## config.mk

```make
export PLATFORM = sky130hd
export DESIGN_NAME = johnson_decoder
export DESIGN_NICKNAME = d
export VERILOG_FILES = /design/src/rtl/johnson_pkg.sv /design/src/rtl/johnson_code_check.sv /design/src/rtl/johnson_decoder.sv
export SDC_FILE = /design/constraint.sdc
export NUM_CORES = 1
export LEC_CHECK = 0
export ABC_AREA = 1
export BUFFER_PORTS_ARGS = -buffer_cell sky130_fd_sc_hd__buf_2
export CORE_MARGIN = 10
export CORE_UTILIZATION = 41
export CTS_CLUSTER_SIZE = 20
export DETAILED_ROUTE_END_ITERATION = 12
export GPL_TIMING_DRIVEN = 0
export PLACE_DENSITY = 0.7
export REMOVE_ABC_BUFFERS = 1
export SYNTH_ARGS = -nofsm -noshare
export SYNTH_HDL_FRONTEND = slang
export SYNTH_HIERARCHICAL = 1
export SYNTH_SLANG_ARGS = --single-unit
```

## constraint.sdc

```tcl
create_clock -name clk -period 3.3 [get_ports clk]
set_input_delay 0.66 -clock clk [delete_from_list [all_inputs] [get_ports clk]]
set_output_delay 0.66 -clock clk [all_outputs]
set_load 0.005 [all_outputs]
```

## src/rtl/johnson_pkg.sv

```systemverilog
// Shared types and pure helpers for the Johnson-code receive path.
package johnson_pkg;

  typedef enum logic [1:0] {
    UNLOCKED = 2'd0,
    ACQUIRE  = 2'd1,
    LOCKED   = 2'd2
  } jdec_state_t;

  // Helpers take a fixed-width container; only the low `width` bits matter.
  localparam int unsigned JOHNSON_MAX_W = 32;

  function automatic int unsigned johnson_idx_w(input int unsigned width);
    return $clog2(2 * width);
  endfunction

  function automatic logic johnson_is_legal(input logic [JOHNSON_MAX_W-1:0] code,
                                            input int unsigned width);
    int unsigned edges;
    edges = 0;
    for (int unsigned i = 0; i < JOHNSON_MAX_W - 1; i++) begin
      if ((i + 1 < width) && (code[i] != code[i+1])) edges++;
    end
    return (edges <= 1);
  endfunction

  function automatic int unsigned johnson_to_index(input logic [JOHNSON_MAX_W-1:0] code,
                                                   input int unsigned width);
    int unsigned pop;
    pop = 0;
    for (int unsigned i = 0; i < JOHNSON_MAX_W; i++) begin
      if ((i < width) && code[i]) pop++;
    end
    if ((pop == 0) || code[width-1]) return pop;
    return (2 * width) - pop;
  endfunction

endpackage

```

## src/rtl/johnson_code_check.sv

```systemverilog
// Combinational legality check and phase-index decode of one Johnson code.
module johnson_code_check
  import johnson_pkg::*;
#(
  parameter int unsigned WIDTH_REG = 4,
  parameter int unsigned IDXW      = johnson_idx_w(WIDTH_REG)
) (
  input  logic [WIDTH_REG-1:0] in_code,
  output logic                 legal,
  output logic [IDXW-1:0]      index
);

  logic [JOHNSON_MAX_W-1:0] code_ext;

  always_comb begin
    code_ext                = '0;
    code_ext[WIDTH_REG-1:0] = in_code;
    legal                   = johnson_is_legal(code_ext, WIDTH_REG);
    index                   = IDXW'(johnson_to_index(code_ext, WIDTH_REG));
  end

endmodule

```

## src/rtl/johnson_decoder.sv

```systemverilog
// Johnson bus receiver: decode, successor check, lock FSM and loss-of-lock counter.
// Define JOHNSON_DEC_ERR_CNT_EN to implement the err_cnt register; otherwise err_cnt reads 0.
module johnson_decoder
  import johnson_pkg::*;
#(
  parameter  int unsigned WIDTH_REG = 4,
  parameter  int unsigned LOCK_CNT  = 3,
  parameter  int unsigned ERR_W     = 8,
  localparam int unsigned IDXW      = johnson_idx_w(WIDTH_REG)
) (
  input  logic                 clk,
  input  logic                 n_rst,
  input  logic [WIDTH_REG-1:0] in_code,
  input  logic                 in_valid,
  output logic [IDXW-1:0]      out_index,
  output logic                 out_valid,
  output logic                 out_legal,
  output logic                 locked,
  output logic                 seq_err,
  output logic [ERR_W-1:0]     err_cnt
);

  localparam int unsigned     RUNW     = $clog2(LOCK_CNT + 1);
  localparam logic [IDXW-1:0] IDX_LAST = IDXW'(2 * WIDTH_REG - 1);

  logic            code_legal;
  logic [IDXW-1:0] code_index;
  logic [IDXW-1:0] succ;
  logic            in_order;

  jdec_state_t     state_q,      state_d;
  logic [RUNW-1:0] run_cnt_q,    run_cnt_d;
  logic [IDXW-1:0] prev_index_q, prev_index_d;
  logic [IDXW-1:0] out_index_q,  out_index_d;
  logic            out_valid_q,  out_valid_d;
  logic            out_legal_q,  out_legal_d;
  logic            seq_err_q,    seq_err_d;

  johnson_code_check #(
    .WIDTH_REG (WIDTH_REG),
    .IDXW      (IDXW)
  ) u_check (
    .in_code (in_code),
    .legal   (code_legal),
    .index   (code_index)
  );

  always_comb begin
    succ     = (prev_index_q == IDX_LAST) ? '0 : prev_index_q + 1'b1;
    in_order = code_legal && (code_index == succ);
  end

  always_comb begin
    state_d      = state_q;
    run_cnt_d    = run_cnt_q;
    prev_index_d = prev_index_q;
    out_index_d  = out_index_q;
    out_valid_d  = in_valid;
    out_legal_d  = in_valid & code_legal;
    seq_err_d    = 1'b0;
    if (in_valid) begin
      // Reference follows every legal sample, including the one that breaks lock.
      if (code_legal) begin
        prev_index_d = code_index;
        out_index_d  = code_index;
      end
      unique case (state_q)
        UNLOCKED: begin
          if (code_legal) begin
            state_d   = ACQUIRE;
            run_cnt_d = RUNW'(1);
          end
        end
        ACQUIRE: begin
          if (!code_legal) begin
            state_d   = UNLOCKED;
            run_cnt_d = '0;
          end else if (in_order) begin
            if (run_cnt_q == RUNW'(LOCK_CNT - 1)) begin
              state_d   = LOCKED;
              run_cnt_d = RUNW'(LOCK_CNT);
            end else begin
              run_cnt_d = run_cnt_q + 1'b1;
            end
          end else begin
            run_cnt_d = RUNW'(1);
          end
        end
        LOCKED: begin
          if (!in_order) begin
            state_d   = UNLOCKED;
            run_cnt_d = '0;
            seq_err_d = 1'b1;
          end
        end
        default: begin
          state_d   = UNLOCKED;
          run_cnt_d = '0;
        end
      endcase
    end
  end

  always_ff @(posedge clk) begin
    if (!n_rst) begin
      state_q      <= UNLOCKED;
      run_cnt_q    <= '0;
      prev_index_q <= '0;
      out_index_q  <= '0;
      out_valid_q  <= 1'b0;
      out_legal_q  <= 1'b0;
      seq_err_q    <= 1'b0;
    end else begin
      state_q      <= state_d;
      run_cnt_q    <= run_cnt_d;
      prev_index_q <= prev_index_d;
      out_index_q  <= out_index_d;
      out_valid_q  <= out_valid_d;
      out_legal_q  <= out_legal_d;
      seq_err_q    <= seq_err_d;
    end
  end

`ifdef JOHNSON_DEC_ERR_CNT_EN
  logic [ERR_W-1:0] err_cnt_q, err_cnt_d;

  always_comb begin
    err_cnt_d = err_cnt_q;
    if (seq_err_d && (err_cnt_q != '1)) err_cnt_d = err_cnt_q + 1'b1;
  end

  always_ff @(posedge clk) begin
    if (!n_rst) err_cnt_q <= '0;
    else        err_cnt_q <= err_cnt_d;
  end

  assign err_cnt = err_cnt_q;
`else
  assign err_cnt = '0;
`endif

  assign out_index = out_index_q;
  assign out_valid = out_valid_q;
  assign out_legal = out_legal_q;
  assign seq_err   = seq_err_q;
  assign locked    = (state_q == LOCKED);

endmodule

```

==> metrics, run 1 <==
Setup-failing EPs final=0; cells along the critical path=buf_2, inv_1, ha_1, xnor2_2, inv_1, ha_1, nand2_1, nand2_1, inv_1, ha_1, o21ai_1, xor2_1, inv_1, nand2_1, nand2_2, nor2_4, nand4_2, nand2_2, inv_2, nor2_1, nor2_1; first-pass GRT wire length=2830 µm; PD cells=441 mW/mm²; Reg clk slew, reported paths=0.07 ns; status=complete, no violations; IO Pins=22; drt pass-1 iters=6; top post-synthesis cells by area=dfxtp_1, nand2_1, ha_1, inv_1, buf_4; Max clock buf depth=2; post-route cell area=961 µm²; final WL=1690 µm; cell mode on critical path=inv_1; worst-path maximum fanout=4; Comb pwr share=0.399; top sig layer=met4; Core Rows=16; DIE AREA=0.00433 mm²; number of synthesized register bits=10; Synth Instances=130; r2r endpoint=run_cnt_q[1]$_SDFFE_PN0P_; port bufs=13; Synth warnings=6; number of CTS-inserted buffers=3; floorplan core area=0.00198 mm²; critical path endpoint category=register; Hold Fails Final Rpt=0; area delta synth->final=11.6%; Switching Share=0.370; clock root cell=clkbuf_4; # hold bufs at CTS=0; crit-path max cell delay=0.32 ns; Synth top area share=0.233; vias per inst=4.43; layout cell share with drive strength beyond 1=0.233; routed vias=766; synth unique cells=24; Setup Skew=0.00357 ns; Die W=65.8 µm; Final Total Pwr=423 µW; Crit path required time=3.47 ns; Worst Reg-to-Reg Cells=11; GRT Resource Usage Total=0.0782; R2R Path Start=out_index[0]$_SDFFE_PN0P_; min-delay src=run_cnt_q[0]$_SDFFE_PN0P_; CP max-delay cell=ha_1; wire length on met2=852 µm; drt wl/cell=9.79 µm; Worst setup SP type=primary input; WL met3=155 µm; HP Class=register to register; wl on met1=660 µm; Placer Congestion=0.759; Fmax achieved=341 MHz; Worst path depth=21; Flop pwr share=0.336; largest net degree at the start of global routing=9; setup TNS=0 ns; Worst Hold Depth=2; CTS tree=done; Clock power frac=0.265; WP buf/inv=6; Post-synth top cells=nand2_1, inv_1, nor2_1, dfxtp_1, buf_4; dpl hpwl=1360 µm; asr flop ratio synth=0; Initial DRC Count=37; static leakage=0.000563 µW; CTS sink count=10; crit-path leading delay family=simple AND/OR/NAND/NOR gates; unrepaired setup endpoints after global routing=false; initial antenna violation count=0; n_diodes=0; post-route ant nets=0; worst-skew pair later-pin latency=0.27 ns; dominant synthesized flop cell=dfxtp_1; EDFF count, synth=0; VDD IR max=176 µV; max-cap viol count=0; Synth Cell Area=861 µm²; crit share post-route=0.889; Cell Int Power=267 µW; worst path arrival time=3.10 ns; Avg Cell Area, Syn=6.62 µm²; count leader, synth=nand2_1; reg-to-reg slack, setup=1.63 ns; sequential-to-total area share from yosys stat=0.233; Net Switching=157 µW; leading area contributor after synthesis=dfxtp_1; Die H=65.8 µm; Nets=161; DRC viols=0; Worst Hold Path EP=run_cnt_q[0]$_SDFFE_PN0P_; Fill cells=197; post-cts resize count=0; dpl cell area=910 µm²; global route overflow=0; Crit Path Category=primary input to register; Tmin final=2.93 ns; Final Slew Violations=0; H-tree lvl count=1; Starting Density=0.434; vias in the first global route=742
## worst reg2reg max path: stages, from the launching register on
cell and delay, ns:
dfxtp_1 0.34, ha_1 0.21, ha_1 0.29, inv_1 0.04, nand2_1 0.06, nand2_2 0.07
nor2_4 0.14, nand4_2 0.13, nand2_2 0.13, inv_2 0.05, nor2_1 0.08, nor2_1 0.05
## cell usage in the layout, fill, tap and decap left out, drive strengths merged
master	count
buf	15
o21a	2
and2	1
conb	8
a21oi	4
o21ai	6
clkbuf	4
xor2	3
nand4	1
nand2	37
inv	23
nand3	7
dfxtp	10
ha	7
xnor2	1
nor2	17
## power by group through the flow
stage	clock network (µW)	registers [µW]	logic [µW]
after floorplan	0	145	126
after global placement	0	144	157
after detailed placement	0	145	163
after CTS	113	142	165
after global routing	119	144	197
final	112	142	169
## metrics by stage
step | util | cells | hold WS (ns) | setup WS [ns]
6_report | 0.485 | 173 | 0.469 | 0.367
5_1_grt | 0.485 | 173 | 0.498 | 0.0286
4_1_cts | 0.477 | 171 | 0.471 | 0.294
3_5_place_dp | 0.459 | 167 | 0.454 | 0.0428
3_3_place_gp | 0.459 | 167 | 0.449 | 0.0714
2_1_floorplan | - | 127 | 0.440 | 0.339
## cell families after synthesis
family / synth area share
XOR/XNOR: 0.0494
AND/OR/NAND/NOR: 0.339
buffers and inverters: 0.189
flip-flops: 0.233
AO/OA/AOI/OAI: 0.0843
adder cells (fa/ha/maj): 0.102
other: 0.00436
## state kept, by name (all words and copies together), names as in the netlist
name / flops
out_index: 3
run_cnt_q: 2
state_q: 2
out_legal: 1
out_valid: 1
seq_err: 1
## layer usage
| metal | GRT usage | vias to the layer above |
|---|---|---|
| met4 | 0.0321 | 0 |
| met1 | 0.0805 | 320 |
| met5 | 0 | - |
| met3 | 0.0254 | 5 |
| met2 | 0.141 | 30 |
| li1 | - | 411 |
## worst max path at each step
stage / startpoint / to / slack [ns]
after detailed placement: in_code[1] / run_cnt_q[1]$_SDFFE_PN0P_ / 0.04
after floorplan: in_code[0] / run_cnt_q[1]$_SDFFE_PN0P_ / 0.34
final: in_code[1] / run_cnt_q[1]$_SDFFE_PN0P_ / 0.37
after CTS: in_code[1] / run_cnt_q[1]$_SDFFE_PN0P_ / 0.29
after global placement: in_code[1] / run_cnt_q[1]$_SDFFE_PN0P_ / 0.07
after global routing: in_code[1] / state_q[1]$_SDFFE_PN0P_ / 0.03
## what timing repair did
action,CTS,global route
endpoints found under the hold margin,0,0
buffers inserted,0,2
endpoints found under the setup margin,0,3
## cell type report
cell class | instances | area [µm²] | area share
inverter | 23 | 86.3 | 0.0898
tap | 27 | 33.8 | 0.0352
clock buffer | 4 | 36.3 | 0.0378
multi-input combinational | 94 | 524 | 0.546
timing repair buffer | 15 | 80.1 | 0.0833
sequential | 10 | 200 | 0.208
No activity file was read; power rests on OpenSTA's default activity.
==> run 2, diff against run 1 <==
ABC_CLOCK_PERIOD_IN_PS = 3300   (was not set)
RECOVER_POWER = 100   (was not set)
==> run 2 against run 1 <==
Sequential cell count unchanged. Count of clock-buffer cells in the layout stayed put. Total power down 0.75%. Cell count did not move. Register-to-register slack barely moved. Clock power is essentially flat. Global-route usage did not move. Critical endpoint unchanged.
==> metrics, run 2 (synthesis results as in run 1) <==
footprint of the multi-input gates=517 µm²; floorplan core area=0.00198 mm²; Max clock buf depth=2; grt met3 use=0.0254; GRT busiest layer=met2; Fill cells=203; met1 Use GR=0.0805; post-route ant nets=0; post-cts resize count=0; number of CTS-inserted buffers=3; post-route cell area=946 µm²; Hold Fails Final Rpt=0; Setup-failing EPs final=0; FF/Latch Area=200 µm²; H-tree lvl count=1; Setup Skew=0.00497 ns; Die W=65.8 µm; layout cell share with drive strength beyond 1=0.185; Flop pwr share=0.337; Crit Path Category=primary input to register; final worst slack=0.365 ns; status=complete, no violations; Placer Congestion=0.759; vias in the first global route=742; Largest register FFs=3; Reg clk slew, reported paths=0.07 ns; most common cell after layout, fill and taps aside=nand2_1; DIE AREA=0.00433 mm²; Starting Density=0.434; DRC viols=0; first-pass GRT wire length=2830 µm; Worst setup SP type=primary input; commonest non-fill, non-tap cells in the layout=nand2_1, inv_1, nor2_1; n_diodes=0; PD cells=444 mW/mm²; CP max-delay cell=ha_1; setup TNS=0 ns; Clock power frac=0.268; Die H=65.8 µm; R2R Path Start=out_index[0]$_SDFFE_PN0P_; worst path arrival time=3.15 ns; global route overflow=0; Crit path required time=3.51 ns; WP buf/inv=6; Tmin final=2.94 ns; Initial DRC Count=35; largest net degree at the start of global routing=9; crit share post-route=0.890; Final Total Pwr=420 µW; dpl cell area=910 µm²; CTS sink count=10; VDD IR max=179 µV; Nets=161; GRT Resource Usage Total=0.0782; max-cap viol count=0; Fmax achieved=341 MHz; area delta synth->final=9.88%; drt pass-1 iters=5; dpl ws=0.0428 ns; cells along the critical path=buf_2, inv_1, ha_1, xnor2_2, inv_1, ha_1, nand2_1, nand2_1, inv_1, ha_1, o21ai_1, xor2_1, inv_1, nand2_1, nand2_2, nor2_4, nand4_2, nand2_2, inv_2, nand2_2, nand2_1, nor2_1; unrepaired setup endpoints after global routing=false; static leakage=0.000540 µW; vias per inst=4.40; routed vias=762; crit-path max cell delay=0.33 ns; Comb pwr share=0.395; Switching Share=0.370; crit-path leading delay family=simple AND/OR/NAND/NOR gates; CP Launch Point=in_code[1]; Net Switching=155 µW; Cell Int Power=265 µW; GR Layer Usage met2=0.141; dpl hpwl=1360 µm; Core Rows=16; clock root cell=clkbuf_4; IO Pins=22; worst-skew pair later-pin latency=0.27 ns; hold slack=0.470 ns; min-delay src=run_cnt_q[0]$_SDFFE_PN0P_; worst-path maximum fanout=4; Final Slew Violations=0; critical path endpoint category=register; HP Class=register to register; port bufs=13; initial antenna violation count=0; drt wl/cell=9.88 µm; final WL=1710 µm; CTS tree=done
[run 2: changes by cell type in the layout (fill, tap and decap cells not counted), sizes merged]
cell | before | now
buf | 15 | 9
clkbuf | 4 | 10
[run 2: worst register-to-register path, stage by stage (launching register included)]
cell,delay (ns)
dfxtp_1,0.34
ha_1,0.21
ha_1,0.29
inv_1,0.04
nand2_1,0.06
nand2_2,0.07
nor2_4,0.14
nand4_2,0.13
nand2_2,0.13
inv_2,0.05
nand2_2,0.04
nand2_1,0.04
nor2_1,0.08
[run 2: final timing paths]
path	to	slack, ns	depth (start not counted)
min	run_cnt_q[0]$_SDFFE_PN0P_	0.47	2
max	run_cnt_q[1]$_SDFFE_PN0P_	0.36	22
min reg2reg	run_cnt_q[0]$_SDFFE_PN0P_	0.47	2
max reg2reg	run_cnt_q[1]$_SDFFE_PN0P_	1.63	12
[run 2: layout make-up]
type,count,area share
clock buffers,4,0.0384
inverters,23,0.0913
multi-input cells,94,0.546
flip-flops and latches,10,0.212
well taps,27,0.0357
repair buffers,15,0.0767
[run 2: layer usage]
layer | up-vias | wire, µm
met5 | - | 0
met4 | 0 | 25
met3 | 5 | 160
met2 | 28 | 843
met1 | 320 | 680
li1 | 409 | -
[run 2: what timing repair did]
action | 4_1_cts | 5_1_grt
setup endpoints to repair | 0 | 3
hold buffers | 0 | 0
buffers inserted | 0 | 2
[run 2: power by group through the flow]
stage	logic, µW	clock network [µW]	registers (µW)
6_report	166	113	142
2_1_floorplan	126	0	145
4_1_cts	165	113	142
5_1_grt	194	119	143
3_3_place_gp	157	0	144
3_5_place_dp	163	0	145
[run 2: per-stage QoR]
stage | utilization | cells
global placement | 0.459 | 167
detailed placement | 0.459 | 167
global route | 0.477 | 173
floorplan | - | 127
CTS | 0.477 | 171
finish | 0.477 | 173
